--- src/rtl/spike_packet_generator.sv ---
// -----------------------------------------------------------------------------
// spike_packet_generator
//
// Collects spike events from the neuron block during a time tick and queues
// each fired neuron's routing word in a first-word fall-through packet FIFO
// for the router. A small FSM (idle / active / drain) gates pushes to the
// tick window and signals when the tick is finished and every queued packet
// has been delivered.
//
// Optional feature: define SPG_DROP_COUNT_EN to build a saturating 16-bit
// counter of spikes discarded because the FIFO was full. Without it
// drop_count is tied to zero.
//
// Ports:
//   clk           single clock, rising edge
//   reset_n       asynchronous active-low reset
//   tick_start    pulse opening a time tick
//   spike_valid   strobe: spike_in / routing_info valid for current neuron
//   spike_in      current neuron fired this tick
//   routing_info  {dx[29:21], dy[20:12], dest_axon[11:4], delay[3:0]}
//   tick_done     pulse: last neuron of the tick evaluated
//   packet_ready  router accepts packet_data this cycle
//   packet_valid  packet_data holds a valid packet (FIFO not empty)
//   packet_data   FIFO head, bit-for-bit copy of the pushed routing_info
//   fifo_full     FIFO holds FIFO_DEPTH entries
//   fifo_empty    FIFO holds no entries
//   drained       pulse: tick complete and all packets delivered
//   drop_count    spikes dropped since reset (zero unless SPG_DROP_COUNT_EN)
// -----------------------------------------------------------------------------
module spike_packet_generator #(
  parameter int unsigned FIFO_DEPTH = 16,
  parameter int unsigned PTR_W      = 4
) (
  input  logic        clk,
  input  logic        reset_n,
  input  logic        tick_start,
  input  logic        spike_valid,
  input  logic        spike_in,
  input  logic [29:0] routing_info,
  input  logic        tick_done,
  input  logic        packet_ready,
  output logic        packet_valid,
  output logic [29:0] packet_data,
  output logic        fifo_full,
  output logic        fifo_empty,
  output logic        drained,
  output logic [15:0] drop_count
);

  typedef enum logic [1:0] {
    StIdle   = 2'd0,
    StActive = 2'd1,
    StDrain  = 2'd2
  } state_e;

  state_e           state_q;
  logic [PTR_W:0]   wr_ptr_q;
  logic [PTR_W:0]   rd_ptr_q;
  logic [29:0]      mem [FIFO_DEPTH];
  logic             push_req;
  logic             push;
  logic             pop;

  // Extra pointer MSB distinguishes full from empty when the index bits match.
  assign fifo_empty   = (wr_ptr_q == rd_ptr_q);
  assign fifo_full    = (wr_ptr_q[PTR_W] != rd_ptr_q[PTR_W]) &&
                        (wr_ptr_q[PTR_W-1:0] == rd_ptr_q[PTR_W-1:0]);
  assign packet_valid = !fifo_empty;
  assign packet_data  = mem[rd_ptr_q[PTR_W-1:0]];

  assign pop      = packet_valid && packet_ready;
  assign push_req = (state_q == StActive) && spike_valid && spike_in;
  // A same-cycle pop frees a slot, so a full FIFO can still accept a push.
  assign push     = push_req && (!fifo_full || pop);

  // Pushes only happen in the active state, so an empty FIFO while draining
  // means nothing is left in flight.
  assign drained  = (state_q == StDrain) && fifo_empty;

  always_ff @(posedge clk or negedge reset_n) begin
    if (!reset_n) begin
      state_q <= StIdle;
    end else begin
      case (state_q)
        StIdle:   if (tick_start) state_q <= StActive;
        StActive: if (tick_done)  state_q <= StDrain;
        StDrain:  if (fifo_empty) state_q <= StIdle;
        default:  state_q <= StIdle;
      endcase
    end
  end

  always_ff @(posedge clk or negedge reset_n) begin
    if (!reset_n) begin
      wr_ptr_q <= '0;
      rd_ptr_q <= '0;
    end else begin
      if (push) wr_ptr_q <= wr_ptr_q + {{PTR_W{1'b0}}, 1'b1};
      if (pop)  rd_ptr_q <= rd_ptr_q + {{PTR_W{1'b0}}, 1'b1};
    end
  end

  // Storage is deliberately not reset; the pointers alone define validity.
  always_ff @(posedge clk) begin
    if (push) mem[wr_ptr_q[PTR_W-1:0]] <= routing_info;
  end

`ifdef SPG_DROP_COUNT_EN
  logic        drop;
  logic [15:0] drop_count_q;

  assign drop = push_req && fifo_full && !pop;

  always_ff @(posedge clk or negedge reset_n) begin
    if (!reset_n) begin
      drop_count_q <= 16'd0;
    end else if (drop && (drop_count_q != 16'hFFFF)) begin
      drop_count_q <= drop_count_q + 16'd1;
    end
  end

  assign drop_count = drop_count_q;
`else
  assign drop_count = 16'd0;
`endif

endmodule
--- config.mk ---
export PLATFORM = sky130hd
export DESIGN_NAME = spike_packet_generator
export DESIGN_NICKNAME = d
export VERILOG_FILES = /design/src/rtl/spike_packet_generator.sv
export SDC_FILE = /design/constraint.sdc
export NUM_CORES = 1
export LEC_CHECK = 0
export CAP_MARGIN = 20
export CORE_MARGIN = 2
export CORE_UTILIZATION = 55
export DETAILED_ROUTE_END_ITERATION = 10
export PLACE_DENSITY = 0.75
export SYNTH_ARGS = -nofsm -noshare
export SYNTH_HDL_FRONTEND = slang
export SYNTH_SLANG_ARGS = --single-unit
--- constraint.sdc ---
create_clock -name clk -period 7.2 [get_ports clk]
set_input_delay 1.08 -clock clk [delete_from_list [all_inputs] [get_ports clk]]
set_output_delay 1.08 -clock clk [all_outputs]
set_load 0.02 [all_outputs]
# Word level (Yosys, flattened, before mapping)
# Memory sizes are Yosys's and may differ from the RTL's.
# Index checks and enable logic that the tools add are counted.
# totals
word_cells,31
mem_count,1
ram_bits,480
register_bits,12
in_bits,37
out_inout_bits,50
# mem_list
name,words,width,read_ports,rd_clocked_by_memory_dff,write_ports,line,text
mem,16,30,1,0,1,59,logic [29:0] mem [FIFO_DEPTH];
# op_classes
n_addsub,2
reduce_logical,11
n_eq_ne,8
n_mux,6
# op_table
operator,n
$add A5 B1 Y5 const B,2
$logic_and A1 B1 Y1,6
$mux W2,3
$ne A2 B2 Y1 const B,3
$pmux W2 S3,1
$eq A5 B5 Y1,1
$eq A4 B4 Y1,1
$reduce_and A3 Y1,1
$eq A2 B1 Y1 const B,1
$eq A2 B2 Y1 const B,1
$logic_not A1 Y1,2
$logic_not A2 Y1,1
$mux W1,2
$logic_or A1 B1 Y1,1
$ne A1 B1 Y1,1

# Longest topological paths before layout
# depth
depth_word,7
mapped_depth,7
depth_no_buf,5

# Least setup slack after synthesis
# No wires, ideal clock.
# synth_path
path_type,input port to flip-flop
startpoint,in spike_in
endpoint,"mem mem[3][0], enable pin"
n_path_buf,0
stages,4
t_arrival_ns,3.568
t_required_ns,6.745
slack_ns,3.178
setup_time_ns,0.455
path_cell_list,nand3_1 a21oi_4 nand2_1 nor3_1
# synth_via
elab_chain_cells,4
# synth_rtl
item,line,text
start: declaration,38,"input logic spike_in,"
$logic_and A1 B1 Y1,72,assign push_req = (state_q == StActive) && spike_valid && spike_in;
$logic_and A1 B1 Y1,74,assign push = push_req && (!fifo_full || pop);
$mux W1,105,if (push) mem[wr_ptr_q[PTR_W-1:0]] <= routing_info;
$mux W1 (implied by the code),105,
end: declaration,59,
# No other way between the ends.

# Worst setup path in the final report
# layout_path
startpoint,reg rd_ptr_q[1]
endpoint,out packet_data[3]
# layout_via
elab_chain_cells,1
# layout_rtl
item,line,text
start: declaration,58,logic [PTR_W:0] rd_ptr_q;
start signal: assignment,99,"if (pop) rd_ptr_q <= rd_ptr_q + {{PTR_W{1'b0}}, 1'b1};"
$mem_v2 Z16 W30,--,
end: declaration,43,"output logic [29:0] packet_data,"
# No other way between the ends.

==> reports/qor.txt <==
Worst min-delay path class: reg -> reg
Slew headroom: 0.251
Fmax: 0.220 GHz
Top Family by Delay on Critical Path: buffers and inverters
# nets final: 959
Unrepaired setup endpoints after global routing: false
Clk sinks: 492
RD Place Congestion: 0.706
#FFs+latches synth: 492
Pin count of the biggest net entering global routing: 74
First-pass GRT wire length: 55000 um
Top-Level Pins: 87
H-tree levels: 2
Buffers inserted by post-CTS timing repair: 0
TritonCTS Buffers: 47
Final TNS setup: 0 ps
PostCTS Resize Cnt: 0
Post-synth EDFFs: 480
DIE HEIGHT: 189 um
Max VDD drop: 0.000306 V
Count of cell types in the netlist: 34
Pre-Repair DR Iteration Count: 5
CTS max path bufs: 3
Detailed Place HPWL: 17700 um
WL final: 37100 um
Initial Util: 0.560
Post-synthesis average cell area: 22.6 um2
Proportion of layout cells with a drive suffix above 1: 0.232
Initial antenna violation count: 0
Die area: 35700 um2
Startpoint Class: flop
CP Cell Sequence: buf_4, mux4_2, a22oi_1, nand2_1, clkdlybuf4s50_1
Filler instances: 2172
Final Hold Viols: 0
Minimum clock period: 4540 ps
Post-Syn Instances: 834
Die W: 189 um
P&R area growth vs syn: 14.4%
Clk Latency, worst-skew pair: 550 ps
Slew Viols, Final: 0
Post-synth top area cell: edfxtp_1
Yosys top cell area share: 0.766
Final Setup Violations: 0
Setup CP Type: reg -> out
Area contributors post-synth: edfxtp_1 77%, mux4_2 14%, a22oi_1 2.4%
Buf/Inv on CP: 2
Pwr Total: 0.00813 W
Via-to-Cell Ratio: 6.03
Post-DRT Antenna Nets: 0
IO Port Bufs: 70
Worst Path Arrival: 3460 ps
Vias in the first global route: 8789
Core area: 33600 um2
Final period util: 0.630
Worst-Margin Slew: 1120 ps
GR Util All Layers: 0.212
CTS tree: built
Leak pwr: 6.87 nW
Critical path's slowest cell: dfrtp_4
Num rows: 67
Hold_buf cts: 0
Worst Setup End Kind: output port
CTS root buf: clkbuf_16
Synth async-reset ratio: 0.0244
Clk slew on worst S/H paths: 60 ps
Vias: 8468
Status: complete, no violations
Setup Skew: 12.1 ps
DRT iter0 DRCs: 1027
Total of max-cap violations: 0
Top FF cell, synth: edfxtp_1
Critical path data required time: 6120 ps
Synth warnings: 0
WL per Instance: 26.4 um
Power Density: 378 nW/um2
Mapped Area: 18800 um2
Largest stage delay, worst path: 960 ps
CP Max Fanout: 60
Sequential fraction of the synthesis area: 0.782
GRT overflow: 0
Residual DRC: 0
stage by stage:
stage | setup slack, ps | hold WS, ps | utilization | cells | instance area [um2]
final | 2660 | 488 | 0.640 | 1404 | 21500
after CTS | 2590 | 492 | 0.638 | 1399 | 21400
after global placement | 3170 | 463 | 0.592 | 1311 | 19900
after floorplan | 3180 | 440 | - | 849 | 18900
after global routing | 2520 | 513 | 0.640 | 1403 | 21500
after detailed placement | 3200 | 484 | 0.593 | 1312 | 19900
metal layers:
metal	track usage	share of wire
met1	0.286	0.39
met2	0.371	0.53
met3	0.0276	0.062
met4	0.0562	0.018
met5	0	0
cells in the mapped netlist, types with 5 or more instances:
cell type  number
edfxtp_1      480
mux4_2        120
a22oi_1        60
nand2_1        34
buf_2          22
buf_4          18
clkbuf_1       17
and3_1         15
dfrtp_1        12
xor2_1          7
nor2b_1         6
xnor2_1         6
ha_1            5
path summary, 6_finish.rpt:
check / cells past startpoint / to / start / slack [ps]
setup / recovery: 5 / packet_data[3] / rd_ptr_q[1] / 2660
hold / removal: 1 / rd_ptr_q[4] / rd_ptr_q[4] / 490
setup reg to reg: 4 / mem[13][14] / rd_ptr_q[1] / 4020
hold reg to reg: 1 / rd_ptr_q[4] / rd_ptr_q[4] / 490
max in group asynchronous: 1 / rd_ptr_q[0] / reset_n / 5890
min in group asynchronous: 1 / wr_ptr_q[4] / reset_n / 890
state kept, by name, summed over array words and instances (netlist names):
register,count
rd_ptr_q,5
state_q,2
mem,480
wr_ptr_q,5
report_power, final:
part,switching (W),total (W),internal [W]
Combinational,0.00122,0.00239,0.00117
Sequential,0.000130,0.00336,0.00323
Clock,0.00100,0.00239,0.00138
Total,0.00235,0.00813,0.00578
worst reg2reg max path: stages, from the launching register on:
cell and delay [ps]:
dfrtp_4 960, xor2_1 310, nor4_4 120, a21oi_4 370, and3_2 1030
layout by cell type (no fill, tap or decap), types with 2 or more instances in the layout:
cell,n
nor2b_4,2
buf_16,2
conb_1,16
nand4_1,2
o21ai_1,2
buf_12,4
nand2_2,2
clkbuf_16,49
clkinv_2,9
edfxtp_1,480
clkinv_1,13
nor2b_1,4
clkbuf_1,9
xor2_1,7
dfrtp_4,2
xnor2_1,6
clkdlybuf4s50_1,70
clkinv_4,2
dfrtp_1,10
buf_4,4
ha_1,5
inv_1,3
nor2_1,3
and3_2,15
a22oi_1,60
bufinv_16,4
nand3_1,3
nand2_1,34
mux4_2,120
cells by family (layout without fill, tap and decap cells):
kind of cell	Yosys count	after routing	share of synthesized area
AOI/OAI and AO/OA	65	65	0.0260
xor gates and xnor gates	13	13	0.00605
adders and majority gates	5	5	0.00332
buffers and inverters	65	171	0.0186
DFF	492	492	0.782
muxes	122	122	0.145
other	1	17	0.000199
and+or+nand+nor	71	71	0.0191
layout make-up:
type | instances | area, um2 | share of cell area
Antenna cell | 1 | 2.50 | 0.000116
Clock buffer | 58 | 1260 | 0.0585
Clock inverter | 29 | 239 | 0.0111
Inverter | 4 | 15.0 | 0.000698
Multi-Input combinational cell | 292 | 3860 | 0.179
Sequential cell | 492 | 14700 | 0.684
Tap cell | 448 | 561 | 0.0260
Timing Repair Buffer | 80 | 866 | 0.0402
(Power assumes the default switching activity.)
